===== src/rtl/pipe_hazard_ctrl_pkg.sv =====
// Shared types and defaults for the pipeline hazard/sequencing controllers.
package pipe_ctrl_pkg;

    typedef enum logic [1:0] {
        IDLE  = 2'd0,
        MULTI = 2'd1,
        FLUSH = 2'd2
    } state_t;

    localparam int MUL_LAT_DEF = 3;
    localparam int DIV_LAT_DEF = 8;
    localparam int CNT_W       = 8;

endpackage


===== src/rtl/pipe_hazard_ctrl_raw_hazard_cmp.sv =====
// Combinational RAW comparator: flags a Decode source that matches the Execute producer.
module raw_hazard_cmp #(
    parameter int REG_W = 4
) (
    input  logic             validD,
    input  logic [REG_W-1:0] rs1D,
    input  logic [REG_W-1:0] rs2D,
    input  logic             useRs1D,
    input  logic             useRs2D,
    input  logic             validE,
    input  logic [REG_W-1:0] rdE,
    input  logic             producerE,
    output logic             hazard
);

    // Every register index is compared, r0 included: there is no hardwired zero.
    assign hazard = validE && validD && producerE &&
                    ((useRs1D && (rs1D == rdE)) || (useRs2D && (rs2D == rdE)));

endmodule


===== src/rtl/pipe_hazard_ctrl.sv =====
// Hazard controller for the Fetch/Decode/Execute pipeline: multi-cycle ops, load-use, branch flush.
// Define NO_FORWARD_EN to stall on any write-back producer (pipeline without forwarding).
module pipe_hazard_ctrl
    import pipe_ctrl_pkg::*;
#(
    parameter int MUL_LAT    = MUL_LAT_DEF,
    parameter int DIV_LAT    = DIV_LAT_DEF,
    parameter int BR_PENALTY = 1,
    parameter int REG_W      = 4
) (
    input  logic             clk,
    input  logic             reset,
    input  logic             validD,
    input  logic [REG_W-1:0] rs1D,
    input  logic [REG_W-1:0] rs2D,
    input  logic             useRs1D,
    input  logic             useRs2D,
    input  logic             validE,
    input  logic [REG_W-1:0] rdE,
    input  logic             isWbE,
    input  logic             isLdE,
    input  logic             isMulE,
    input  logic             isDivE,
    input  logic             isModE,
    input  logic             branchTakenE,
    output logic             stallFD,
    output logic             holdDE,
    output logic             bubbleDE,
    output logic             flushFD,
    output logic [1:0]       stallC,
    output logic             busy
);

    // The first freeze cycle is spent in IDLE, so MULTI counts down from LAT-2.
    localparam logic [CNT_W-1:0] MUL_CNT   = CNT_W'(MUL_LAT - 2);
    localparam logic [CNT_W-1:0] DIV_CNT   = CNT_W'(DIV_LAT - 2);
    localparam logic [CNT_W-1:0] BR_CNT    = CNT_W'(BR_PENALTY - 1);
    localparam logic [1:0]       BR_STALLC = 2'(BR_PENALTY);

    state_t           state, state_nx;
    logic [CNT_W-1:0] cnt, cnt_nx;
    logic             producerE;
    logic             raw_hz;
    logic             branchE;
    logic             multiE;

`ifdef NO_FORWARD_EN
    assign producerE = isWbE | isLdE;
`else
    logic unused_wb;
    assign producerE = isLdE;
    assign unused_wb = isWbE;
`endif

    raw_hazard_cmp #(
        .REG_W(REG_W)
    ) u_raw_cmp (
        .validD   (validD),
        .rs1D     (rs1D),
        .rs2D     (rs2D),
        .useRs1D  (useRs1D),
        .useRs2D  (useRs2D),
        .validE   (validE),
        .rdE      (rdE),
        .producerE(producerE),
        .hazard   (raw_hz)
    );

    assign branchE = validE && branchTakenE;
    assign multiE  = validE && (isMulE || isDivE || isModE);

    always_ff @(posedge clk or negedge reset) begin
        if (!reset) begin
            state <= IDLE;
            cnt   <= '0;
        end else begin
            state <= state_nx;
            cnt   <= cnt_nx;
        end
    end

    always_comb begin
        state_nx = state;
        cnt_nx   = cnt;
        case (state)
            IDLE: begin
                if (branchE) begin
                    if (BR_PENALTY > 1) begin
                        state_nx = FLUSH;
                        cnt_nx   = BR_CNT;
                    end
                end else if (multiE) begin
                    state_nx = MULTI;
                    cnt_nx   = (isDivE || isModE) ? DIV_CNT : MUL_CNT;
                end
            end
            MULTI: begin
                if (cnt != '0) begin
                    cnt_nx = cnt - CNT_W'(1);
                end else begin
                    state_nx = IDLE;
                end
            end
            FLUSH: begin
                cnt_nx = cnt - CNT_W'(1);
                if (cnt == CNT_W'(1)) begin
                    state_nx = IDLE;
                end
            end
            default: begin
                state_nx = IDLE;
                cnt_nx   = '0;
            end
        endcase
    end

    // Outputs are forced low while reset is held so a mid-hazard reset quiets the pipeline at once.
    always_comb begin
        stallFD  = 1'b0;
        holdDE   = 1'b0;
        bubbleDE = 1'b0;
        flushFD  = 1'b0;
        stallC   = 2'd0;
        busy     = 1'b0;
        if (reset) begin
            busy = (state != IDLE);
            case (state)
                IDLE: begin
                    if (branchE) begin
                        flushFD  = 1'b1;
                        bubbleDE = 1'b1;
                        stallC   = BR_STALLC;
                    end else if (multiE) begin
                        stallFD = 1'b1;
                        holdDE  = 1'b1;
                    end else if (raw_hz) begin
                        stallFD  = 1'b1;
                        bubbleDE = 1'b1;
                    end
                end
                MULTI: begin
                    if (cnt != '0) begin
                        stallFD = 1'b1;
                        holdDE  = 1'b1;
                    end
                end
                FLUSH: begin
                    flushFD  = 1'b1;
                    bubbleDE = 1'b1;
                    stallC   = cnt[1:0];
                end
                default: begin
                    busy = 1'b0;
                end
            endcase
        end
    end

endmodule


===== config.mk =====
export PLATFORM = sky130hd
export DESIGN_NAME = pipe_hazard_ctrl
export DESIGN_NICKNAME = d
export VERILOG_FILES = /design/src/rtl/pipe_hazard_ctrl_pkg.sv /design/src/rtl/pipe_hazard_ctrl_raw_hazard_cmp.sv /design/src/rtl/pipe_hazard_ctrl.sv
export SDC_FILE = /design/constraint.sdc
export NUM_CORES = 1
export LEC_CHECK = 0
export CAP_MARGIN = 25
export CORE_UTILIZATION = 39
export CTS_BUF_LIST = sky130_fd_sc_hd__clkbuf_8
export CTS_CLUSTER_SIZE = 16
export DETAILED_ROUTE_END_ITERATION = 6
export PLACE_DENSITY_LB_ADDON = 0.1
export SYNTH_ARGS = -nofsm -noshare
export SYNTH_HDL_FRONTEND = slang
export SYNTH_SLANG_ARGS = --single-unit

===== constraint.sdc =====
create_clock -name clk -period 1.4 [get_ports clk]
set_input_delay 0.14 -clock clk [delete_from_list [all_inputs] [get_ports clk]]
set_output_delay 0.14 -clock clk [all_outputs]
set_load 0.01 [all_outputs]

==> results.txt <==
status -> finished with violations
failing checks -> setup timing
crit path buf inv count -> 2
Die Span Y -> 44.9 µm
vias -> 838
first-pass GRT wire length -> 3550 µm
leading cell type in the layout, fill and taps excluded -> buf_4
Period Utilization, post-route -> 122%
die area -> 2020 µm²
H-tree levels -> 1
synth warn -> 0
delay-heaviest family, CP -> flip-flops
R2R depth -> 7
# IOs -> 31
clk_lat worst skew -> 0.24 ns
#FFs+latches synth -> 9
Setup WS pre-CTS -> -0.610 ns
fillers -> 117
Finish-stage setup viols -> 14
Slowest-stage cell, CP -> dfrtp_1
DPL Wire Length -> 1580 µm
Max Clock Freq -> 584 MHz
remaining global-route overflow -> 0
EDFF count, synth -> 0
Synth Flop Type -> dfrtp_1
Synth Cell Area -> 718 µm²
Post-Route Skew -> 0.00471 ns
Setup crit end kind -> output port
cell area after layout -> 1410 µm²
final std cells w/o fill -> 168
number of global-route vias before repair -> 852
row cnt -> 15
crit path kind -> reg -> out
critical-path cell list -> inv_2 -> ha_4 -> nor4b_4 -> a21boi_2 -> o21ai_2 -> a21oi_1 -> buf_2
initial antenna violation count -> 0
TritonCTS Buffers -> 3
CP Data Arrival Time -> 1.57 ns
startpoint types -> flop
Starting Density -> 41.6%
Mapped Avg Cell Area -> 9.58 µm²
Final Hold Viols -> 0
DR pass1 iterations -> 4
Post-DP Area -> 1230 µm²
max cap viols -> 0
worst setup margin -> -0.313 ns
CP peak stage delay -> 0.39 ns
clock buffer depth -> 2
fin util -> 81.4%
share of layout cells above drive strength 1 -> 49.0%
clock sinks -> 9
WL/cell -> 14.0 µm
Worst Path Max Fanout -> 2
unrepaired setup endpoints after global routing -> true
die span in x -> 44.9 µm
setup TNS -> -2.33 ns
cell area power density -> 1720 nW/µm²
CORE AREA -> 1730 µm²
most frequent cells in the layout -> buf_4, dlygate4sd2_1, xnor2_1
DRC -> 0
GRT Total Usage -> 25.0%
Slew Limit Fails -> 0
CTS tree -> built
post-synth net total -> 101
# diodes -> 0
Via density -> 4.99
VDD IR max -> 1.13 mV
Lkg Pwr -> 0.000642 µW
Seq/Total Area, Yosys -> 31.4%
RR Endpoint -> cnt[0]$_DFFE_PN0P_
Final min period -> 1.71 ns
hold crit path type -> in -> async
Iter 0 DRT Violations -> 12
antenna-violating nets left -> 0
flop-to-flop setup slack -> -0.25 ns
pin count of the biggest net entering global routing -> 8
R2R Path Start -> cnt[1]$_DFFE_PN0P_
final wirelength -> 2350 µm
clk slew on worst S/H paths -> 0.05 ns
async set-reset flop share out of synthesis -> 100%
I/O Buffers -> 28
Cells after Synth -> 75
clock root buffer -> clkbuf_8
Worst Path Required -> 1.26 ns
placed cell count -> 153
Area Overhead vs Synth -> 95.8%
final net count -> 170
routability-driven placement congestion ratio -> 0.744
library cells used by synthesis -> 32
-- cell families (layout without fill, tap and decap cells) --
logic type      after synthesis  in the layout  synth area share [%]
other cells                   1              1                 0.522
mux                           4              4                  5.58
compound gates               13             13                  11.7
simple gates                 30             30                  29.3
flops                         9              9                  31.4
fa+ha+maj                     2              2                  3.48
buf+inv                       5             73                  4.70
xor+xnor                     11             11                  13.4
-- cells in the mapped netlist (all sizes together) (2+ instances only) --
| cell type | count | share of area [%] |
|---|---|---|
| xnor2 | 11 | 13 |
| dfrtp | 9 | 31 |
| nor2 | 7 | 3.7 |
| a21oi | 5 | 3.5 |
| nor3 | 5 | 4.9 |
| mux2i | 4 | 5.6 |
| nand4 | 4 | 3.5 |
| buf | 3 | 3.7 |
| o21ai | 3 | 2.1 |
| ha | 2 | 3.5 |
| inv | 2 | 1.0 |
| nand2b | 2 | 1.7 |
| nand3 | 2 | 1.4 |
-- metrics by stage --
stage	total power, µW	hold WS (ns)
final	2410	0.109
after detailed placement	1710	0.498
after floorplan	1130	-0.156
after CTS	2230	0.0987
after global placement	1670	0.465
after global routing	2550	0.127
-- how the worst max path moves through the flow --
| stage | from | end | slack, ns | cells after the start |
|---|---|---|---|---|
| 6_report | cnt[1]$_DFFE_PN0P_ | stallFD | -0.31 | 7 |
| 5_1_grt | cnt[1]$_DFFE_PN0P_ | stallFD | -0.42 | 7 |
| 4_1_cts | cnt[1]$_DFFE_PN0P_ | stallFD | -0.29 | 7 |
| 3_5_place_dp | rdE[1] | bubbleDE | -0.61 | 6 |
| 3_3_place_gp | rdE[3] | bubbleDE | -0.54 | 6 |
| 2_1_floorplan | cnt[0]$_DFFE_PN0P_ | cnt[0]$_DFFE_PN0P_ | -0.03 | 6 |
-- flip-flops by register name, summed over array words and instances, names as in the netlist --
signal  cells
state       1
cnt         8
-- where the power goes --
group,total [µW],switching [µW],internal (µW)
logic,1620,690,929
clock network,312,117,195
registers,484,103,381
-- repair_timing --
item | in CTS | in global routing
hold buffers | 1 | 0
pin swaps | 19 | 8
resized for setup | 53 | 9
hold endpoints to repair | 3 | 0
endpoints found under the setup margin | 15 | 15
buffers inserted | 5 | 6
-- worst min-delay path, stage by stage --
cell and delay (ns):
dlygate4sd2_1 0.25, buf_4 0.14, buf_4 0.15
-- metal layers --
| metal | vias to the layer above | wire length [µm] | global-route usage [%] |
|---|---|---|---|
| met2 | 26 | 1300 | 44.7 |
| met5 | - | 0 | 0 |
| met4 | 0 | 47 | 13.9 |
| met3 | 6 | 73 | 6.80 |
| met1 | 400 | 921 | 26.3 |
| li1 | 406 | - | - |
-- final cells by class --
class	count	area (µm²)	share of cell area (%)
Clock buffer	3	41.3	2.94
Timing Repair Buffer	67	563	40.0
Sequential cell	9	225	16.0
Clock inverter	1	5.00	0.356
Inverter	2	7.51	0.534
Tap cell	25	31.3	2.22
Multi-Input combinational cell	61	533	37.9
Power figures use the tool's default switching activity.
